<file path="config.mk">
export PLATFORM = sky130hd
export DESIGN_NAME = uart_tx
export DESIGN_NICKNAME = d
export VERILOG_FILES = /design/src/rtl/uart_tx.sv
export SDC_FILE = /design/constraint.sdc
export NUM_CORES = 1
export LEC_CHECK = 0
export ABC_AREA = 1
export CORE_MARGIN = 4
export CORE_UTILIZATION = 50
export DETAILED_ROUTE_END_ITERATION = 6
export DONT_BUFFER_PORTS = 1
export SLEW_MARGIN = 20
export SYNTH_ARGS = -nofsm -noshare
export SYNTH_HDL_FRONTEND = slang
export SYNTH_SLANG_ARGS = --single-unit
export TNS_END_PERCENT = 20
</file>
<file path="constraint.sdc">
create_clock -name clk -period 2.37 [get_ports clk]
set_input_delay 0.3555 -clock clk [delete_from_list [all_inputs] [get_ports clk]]
set_output_delay 0.3555 -clock clk [all_outputs]
set_load 0.01 [all_outputs]
</file>
<file path="src/rtl/uart_tx.sv">
// UART transmitter: serialises bytes as start/data/parity/stop frames, LSB first,
// timed by the shared ena oversampling tick, with a one-deep holding register.
module uart_tx #(
    parameter int unsigned SAMPLING_FACTOR = 16,
    parameter int unsigned PARITY          = 0,
    parameter int unsigned STOP_BITS       = 1
) (
    input  logic       clk,
    input  logic       rst_n,
    input  logic       ena,
    input  logic [7:0] data_in,
    input  logic       in_valid,
    output logic       in_ready,
    output logic       Tx_out,
    output logic       bussy,
    output logic       frame_done
);

    localparam logic [7:0] SF_LAST    = 8'(SAMPLING_FACTOR - 1);
    localparam logic       STOP_LAST  = 1'(STOP_BITS - 1);
    localparam logic       HAS_PARITY = (PARITY != 0);
    localparam logic       ODD_PARITY = (PARITY == 2);

    typedef enum logic [2:0] {
        S_IDLE   = 3'd0,
        S_START  = 3'd1,
        S_DATA   = 3'd2,
        S_PARITY = 3'd3,
        S_STOP   = 3'd4
    } state_e;

    function automatic logic parity_bit(input logic [7:0] d, input logic odd);
        return (^d) ^ odd;
    endfunction

    state_e     state_q, state_d;
    logic [7:0] tick_q, tick_d;
    logic [2:0] bit_q, bit_d;
    logic       stop_q, stop_d;
    logic [7:0] shift_q, shift_d;
    logic [7:0] hold_q, hold_d;
    logic       hold_full_q, hold_full_d;
    logic       ready_q;
    logic       tx_q, tx_d;
    logic       busy_q;
    logic       done_q, done_d;
    logic       accept_s;
    logic       wrap_s;
    logic [2:0] next_bit_s;

    assign accept_s   = in_valid && ready_q;
    assign wrap_s     = (tick_q == SF_LAST);
    assign next_bit_s = bit_q + 3'd1;

    // Next-state, line value and holding-register logic.
    always_comb begin
        state_d     = state_q;
        tick_d      = tick_q;
        bit_d       = bit_q;
        stop_d      = stop_q;
        shift_d     = shift_q;
        hold_d      = hold_q;
        hold_full_d = hold_full_q;
        tx_d        = tx_q;
        done_d      = 1'b0;

        if (accept_s) begin
            hold_d      = data_in;
            hold_full_d = 1'b1;
        end else begin
            hold_d      = hold_q;
        end

        if (ena) begin
            tick_d = wrap_s ? 8'd0 : tick_q + 8'd1;
            case (state_q)
                S_IDLE: begin
                    tick_d = 8'd0;
                    if (hold_full_q) begin
                        state_d     = S_START;
                        shift_d     = hold_q;
                        hold_full_d = 1'b0;
                        tx_d        = 1'b0;
                    end else begin
                        tx_d        = 1'b1;
                    end
                end
                S_START: begin
                    if (wrap_s) begin
                        state_d = S_DATA;
                        bit_d   = 3'd0;
                        tx_d    = shift_q[0];
                    end else begin
                        tx_d    = 1'b0;
                    end
                end
                S_DATA: begin
                    if (wrap_s && (bit_q == 3'd7)) begin
                        if (HAS_PARITY) begin
                            state_d = S_PARITY;
                            tx_d    = parity_bit(shift_q, ODD_PARITY);
                        end else begin
                            state_d = S_STOP;
                            stop_d  = 1'b0;
                            tx_d    = 1'b1;
                        end
                    end else if (wrap_s) begin
                        bit_d = next_bit_s;
                        tx_d  = shift_q[next_bit_s];
                    end else begin
                        tx_d  = shift_q[bit_q];
                    end
                end
                S_PARITY: begin
                    if (wrap_s) begin
                        state_d = S_STOP;
                        stop_d  = 1'b0;
                        tx_d    = 1'b1;
                    end else begin
                        tx_d    = tx_q;
                    end
                end
                S_STOP: begin
                    // A queued byte starts on the same edge that ends the last stop bit.
                    if (wrap_s && (stop_q == STOP_LAST)) begin
                        done_d = 1'b1;
                        if (hold_full_q) begin
                            state_d     = S_START;
                            shift_d     = hold_q;
                            hold_full_d = 1'b0;
                            tx_d        = 1'b0;
                        end else begin
                            state_d     = S_IDLE;
                            tx_d        = 1'b1;
                        end
                    end else if (wrap_s) begin
                        stop_d = stop_q + 1'b1;
                        tx_d   = 1'b1;
                    end else begin
                        tx_d   = 1'b1;
                    end
                end
                default: begin
                    state_d = S_IDLE;
                    tick_d  = 8'd0;
                    tx_d    = 1'b1;
                end
            endcase
        end else begin
            tick_d = tick_q;
        end
    end

    // State and output registers with synchronous active-low reset.
    always_ff @(posedge clk) begin
        if (!rst_n) begin
            state_q     <= S_IDLE;
            tick_q      <= 8'd0;
            bit_q       <= 3'd0;
            stop_q      <= 1'b0;
            shift_q     <= 8'd0;
            hold_q      <= 8'd0;
            hold_full_q <= 1'b0;
            ready_q     <= 1'b1;
            tx_q        <= 1'b1;
            busy_q      <= 1'b0;
            done_q      <= 1'b0;
        end else begin
            state_q     <= state_d;
            tick_q      <= tick_d;
            bit_q       <= bit_d;
            stop_q      <= stop_d;
            shift_q     <= shift_d;
            hold_q      <= hold_d;
            hold_full_q <= hold_full_d;
            ready_q     <= !hold_full_d;
            tx_q        <= tx_d;
            busy_q      <= (state_d != S_IDLE);
            done_q      <= done_d;
        end
    end

    assign in_ready   = ready_q;
    assign Tx_out     = tx_q;
    assign bussy      = busy_q;
    assign frame_done = done_q;

endmodule

</file>
## Word level (Yosys, flattened, before mapping)

Index checks and enable logic that the tools add are counted.

- Register bits after elaboration: 36

- Magnitude comparators: 2
- Add/sub/neg operators: 3
- Equal/unequal tests: 14
- Reduce and logical (&&, ||, !) cells: 15
- Bitwise operators: 1
- Multiplexer cells: 39

Operators with widths:

| cell | count |
|---|---|
| $mux W8 | 4 |
| $mux W3 | 9 |
| $mux W1 | 18 |
| $ne A2 B2 Y1 const B | 8 |
| $pmux W8 S2 | 1 |
| $pmux W3 S5 | 1 |
| $add A8 B1 Y8 const B | 1 |
| $eq A8 B4 Y1 const B | 1 |
| $lt A3 B4 Y1 const B | 2 |
| $bmux W1 S3 | 2 |
| $eq A3 B2 Y1 const B | 2 |
| $eq A3 B3 Y1 const B | 2 |
| $pmux W3 S2 | 1 |
| $reduce_and A3 Y1 | 2 |
| $reduce_and A6 Y1 | 1 |
| $reduce_bool A3 Y1 | 2 |
| $pmux W1 S5 | 1 |
| $reduce_and A5 Y1 | 1 |
| $reduce_bool A2 Y1 | 2 |
| $reduce_or A4 Y1 | 1 |
| $add A3 B1 Y3 const B | 1 |
| $eq A3 B1 Y1 const B | 1 |
| $logic_and A1 B1 Y1 | 3 |
| $logic_not A3 Y1 | 1 |
| 6 further kinds | 6 |

## Logic depth before layout (Yosys ltp)

- Depth after elaboration: 7
- Mapped depth: 13
- Gate-level depth less buffers: 13

## Least setup slack after synthesis

No wires, ideal clock.

- Kind: register -> register
- Start point: register tick_q[1]
- End point: register shift_q[1]
- Arrival time: 1.407 ns
- Cell stages (with the launch flop): 12
- Slack: 0.848 ns
- Buffers on the path: 1
- Setup time: 0.115 ns
- Period minus slack after synthesis: 1.522 ns
- Cell sequence: dfxtp_1 -> ha_1 -> nand2_2 -> nor2_4 -> inv_2 -> nor2_8 -> nand2_4 -> nand2_4 -> nand3_4 -> buf_6 -> o21ai_2 -> a21oi_2

- Cells in the longest elaborated chain, start to end: 4

RTL lines:

| what | RTL line | text |
|---|---|---|
| from (decl) | 37 | `logic [7:0] tick_q, tick_d;` |
| from (signal assigned) | 170 | `tick_q <= tick_d;` |
| $eq A8 B4 Y1 | 52 | `assign wrap_s = (tick_q == SF_LAST);` |
| $logic_and A1 B1 Y1 | 125 | `if (wrap_s && (stop_q == STOP_LAST)) begin` |
| $ne A2 B2 Y1 (no source line) | -- |  |
| $reduce_and A3 Y1 (no source line) | -- |  |
| to (signal assigned) | 173 | `shift_q <= shift_d;` |
| to (decl) | 40 | `logic [7:0] shift_q, shift_d;` |

Every way passes these cells.
A chain may end at the register's enable or synchronous reset.

## Worst setup path in the final report

- Start point: register tick_q[1]
- End point: register shift_q[7]

Same word-level chain as after synthesis.

==> impl_metrics.json <==
{
  "fin_ws_ns": 0.598,
  "cts_sinks": 36,
  "detail_route.first_pass.iterations": 4,
  "period_share": 0.747,
  "setup_violations": 0,
  "cts_buffers": 5,
  "crit_start": "tick_q[1]",
  "ys_types": 31,
  "rows": 21,
  "dp.cells": 292,
  "worst_ep_arrival_time_ns": 2.01,
  "grt_usage": 0.181,
  "fp.dieW_um": 67.4,
  "fin_crit_ns": 1.77,
  "clk_pin_slew_ns": 0.12,
  "path_cells": "ha_1 -> nand2_2 -> nor2_4 -> inv_2 -> nor2_8 -> nand2_4 -> nand2_4 -> nand3_4 -> o21ai_0 -> a21oi_1",
  "fin_nets": 268,
  "skew_ns": 0.0187,
  "critPathKind": "flip-flop to flip-flop",
  "status": "completed",
  "yosysTopAreaCellShare": 0.408,
  "first_iter_violations": 88,
  "timing.fmax_mhz": 564,
  "maxSlewViolCount": 0,
  "fillers": 360,
  "multi_input_area_um2": 882,
  "drv_cap": 0,
  "syn2layout_area_growth_pct": 4.89,
  "irDropWorstVdd_v": 0.000417,
  "yosysSeqAreaShare": 0.408,
  "clk_latency_ns": 0.34,
  "slew_headroom": 0.750,
  "p_leak_nw": 0.839,
  "grt_pass1_vias": 1418,
  "hold_viol": 0,
  "vias_per_cell": 5.09,
  "hold_slack_ns": 0.114,
  "ys_seq_elements": 36,
  "io_pins": 16,
  "hold_start": "ena",
  "cts_buffer_depth": 2,
  "core_area_mm2": 0.00336,
  "synthCells": 251,
  "tightest_slew_ns": 0.375,
  "yosys-top-cells-area": "dfxtp_1 (41%), nand2_1 (12%), inv_1 (6.6%)",
  "power.total_w": 0.00109,
  "gp_congestion": 0.966,
  "overflow": 0,
  "rsz0062_at_grt": "false",
  "synth_edf_count": 0,
  "h-tree-depth": 2,
  "end_kind": "flip-flop",
  "ff_latch_area_um2": 721,
  "reg2reg_from": "tick_q[1]",
  "diodes": 0,
  "dpl.hpwl_um": 2680,
  "grt_max_degree": 24,
  "cp_max_fo": 17,
  "synthArstFlopShare": 0,
  "ant_nets": 0,
  "pre_cts_slack_ns": 0.588,
  "crit_family": "simple AND/OR/NAND/NOR gates",
  "crit_top_cell": "nand2_4",
  "antenna_found_initial": 0,
  "num_vias": 1528,
  "ys_top_cells_by_count": "nand2_1 (56), dfxtp_1 (36), inv_1 (31)",
  "io_buffers": 0,
  "drc": 0,
  "cts_tree": "done",
  "cts_root_buffer": "clkbuf_4",
  "stdcell_count": 300,
  "crit_required_ns": 2.61,
  "cp_slowest_cell": "dfxtp_1",
  "yosysMostFrequentCell": "nand2_1",
  "grt_pass1_wl_um": 6200,
  "ctsResizeCount": 0,
  "drive_gt1_frac": 0.0748,
  "syn_area_mm2": 0.00177,
  "ys.flop_type": "dfxtp_1",
  "syn_avg_cell_area_um2": 7.04,
  "synth_top_area_cell": "dfxtp_1",
  "syn-num-nets": 266,
  "start_kind": "flip-flop",
  "dieArea_mm2": 0.00455,
  "totalWireLength_um": 3500,
  "cts-hold-fix-buffers": 0,
  "wl_per_cell_um": 11.7,
  "powerDensity_mw_per_mm2": 589,
  "initial_core_util": 0.525,
  "crit_buf_inv": 1,
  "critPathMaxStageDelay_ns": 0.40,
  "yosys_warnings": 0,
  "hold_class": "primary input to flip-flop",
  "cts_setup_buffers": 0,
  "setup_tns_ns": 0,
  "die-height_um": 67.4
}
==> worst register-to-register path, cell delays in order, from the launching register on <==
cell     delay, ns
dfxtp_1       0.40
ha_1          0.21
nand2_2       0.09
nor2_4        0.10
inv_2         0.07
nor2_8        0.18
nand2_4       0.08
nand2_4       0.07
nand3_4       0.16
o21ai_0       0.27
a21oi_1       0.06
==> placed cells by master, fill, tap and decap left out, types with 2 or more instances in the layout <==
cell type,count
nor2_1,28
inv_1,31
nand3_1,22
nand3b_1,2
a21oi_1,19
clkinv_2,2
nand2_1,56
o21ai_0,18
inv_2,2
o211ai_1,2
ha_1,3
clkinv_1,2
nand2_4,2
dfxtp_1,36
clkbuf_4,5
nor3_1,11
==> state kept, by name (all words and copies together) (netlist names) <==
signal	count
state_q	3
bussy	1
tick_q	8
shift_q	8
hold_q	8
Tx_out	1
in_ready	1
hold_full_q	1
frame_done	1
bit_q	3
stop_q	1
==> routing by layer <==
| layer | share of wire | wire (µm) | up-vias | track usage |
|---|---|---|---|---|
| met1 | 0.52 | 1820 | 670 | 0.251 |
| met5 | 0 | 0 | - | 0 |
| met2 | 0.41 | 1420 | 33 | 0.259 |
| met4 | 0.015 | 54 | 0 | 0.0759 |
| met3 | 0.059 | 207 | 6 | 0.0549 |
| li1 | - | - | 819 | - |
==> path summary, 6_finish.rpt <==
path,end,slack (ns),cells after the start
worst max-delay path,shift_q[7],0.60,10
worst min-delay path,tick_q[1],0.11,1
worst max register to register,shift_q[7],0.60,10
worst min register to register,hold_q[3],0.49,2
==> area by class of cell <==
cell class / count / share of cell area
multi-input combinational: 175 / 0.476
sequential: 36 / 0.389
inverter: 35 / 0.0709
tap: 46 / 0.0311
clock buffer: 6 / 0.0277
clock inverter: 2 / 0.00540
==> power by group <==
group | switching (W) | total, W | internal (W)
Clock | 0.000198 | 0.000339 | 0.000141
Sequential | 0.0000189 | 0.000655 | 0.000636
Combinational | 0.0000639 | 0.0000987 | 0.0000347
==> kinds of logic after synthesis <==
kind of cell             Yosys count  synth area share
XOR/XNOR                           2           0.00992
AND/OR/NAND/NOR                  127             0.337
AO/OA/AOI/OAI                     43             0.131
adder cells (fa/ha/maj)            3            0.0212
buffers and inverters             40            0.0928
flip-flops                        36             0.408
==> stage by stage <==
step                 util  area, µm²
floorplan               -       1770
global placement    0.533       1790
detailed placement  0.533       1790
CTS                 0.551       1850
global route        0.551       1850
finish              0.551       1850
Note: power is estimated with default switching activity, not from simulation.
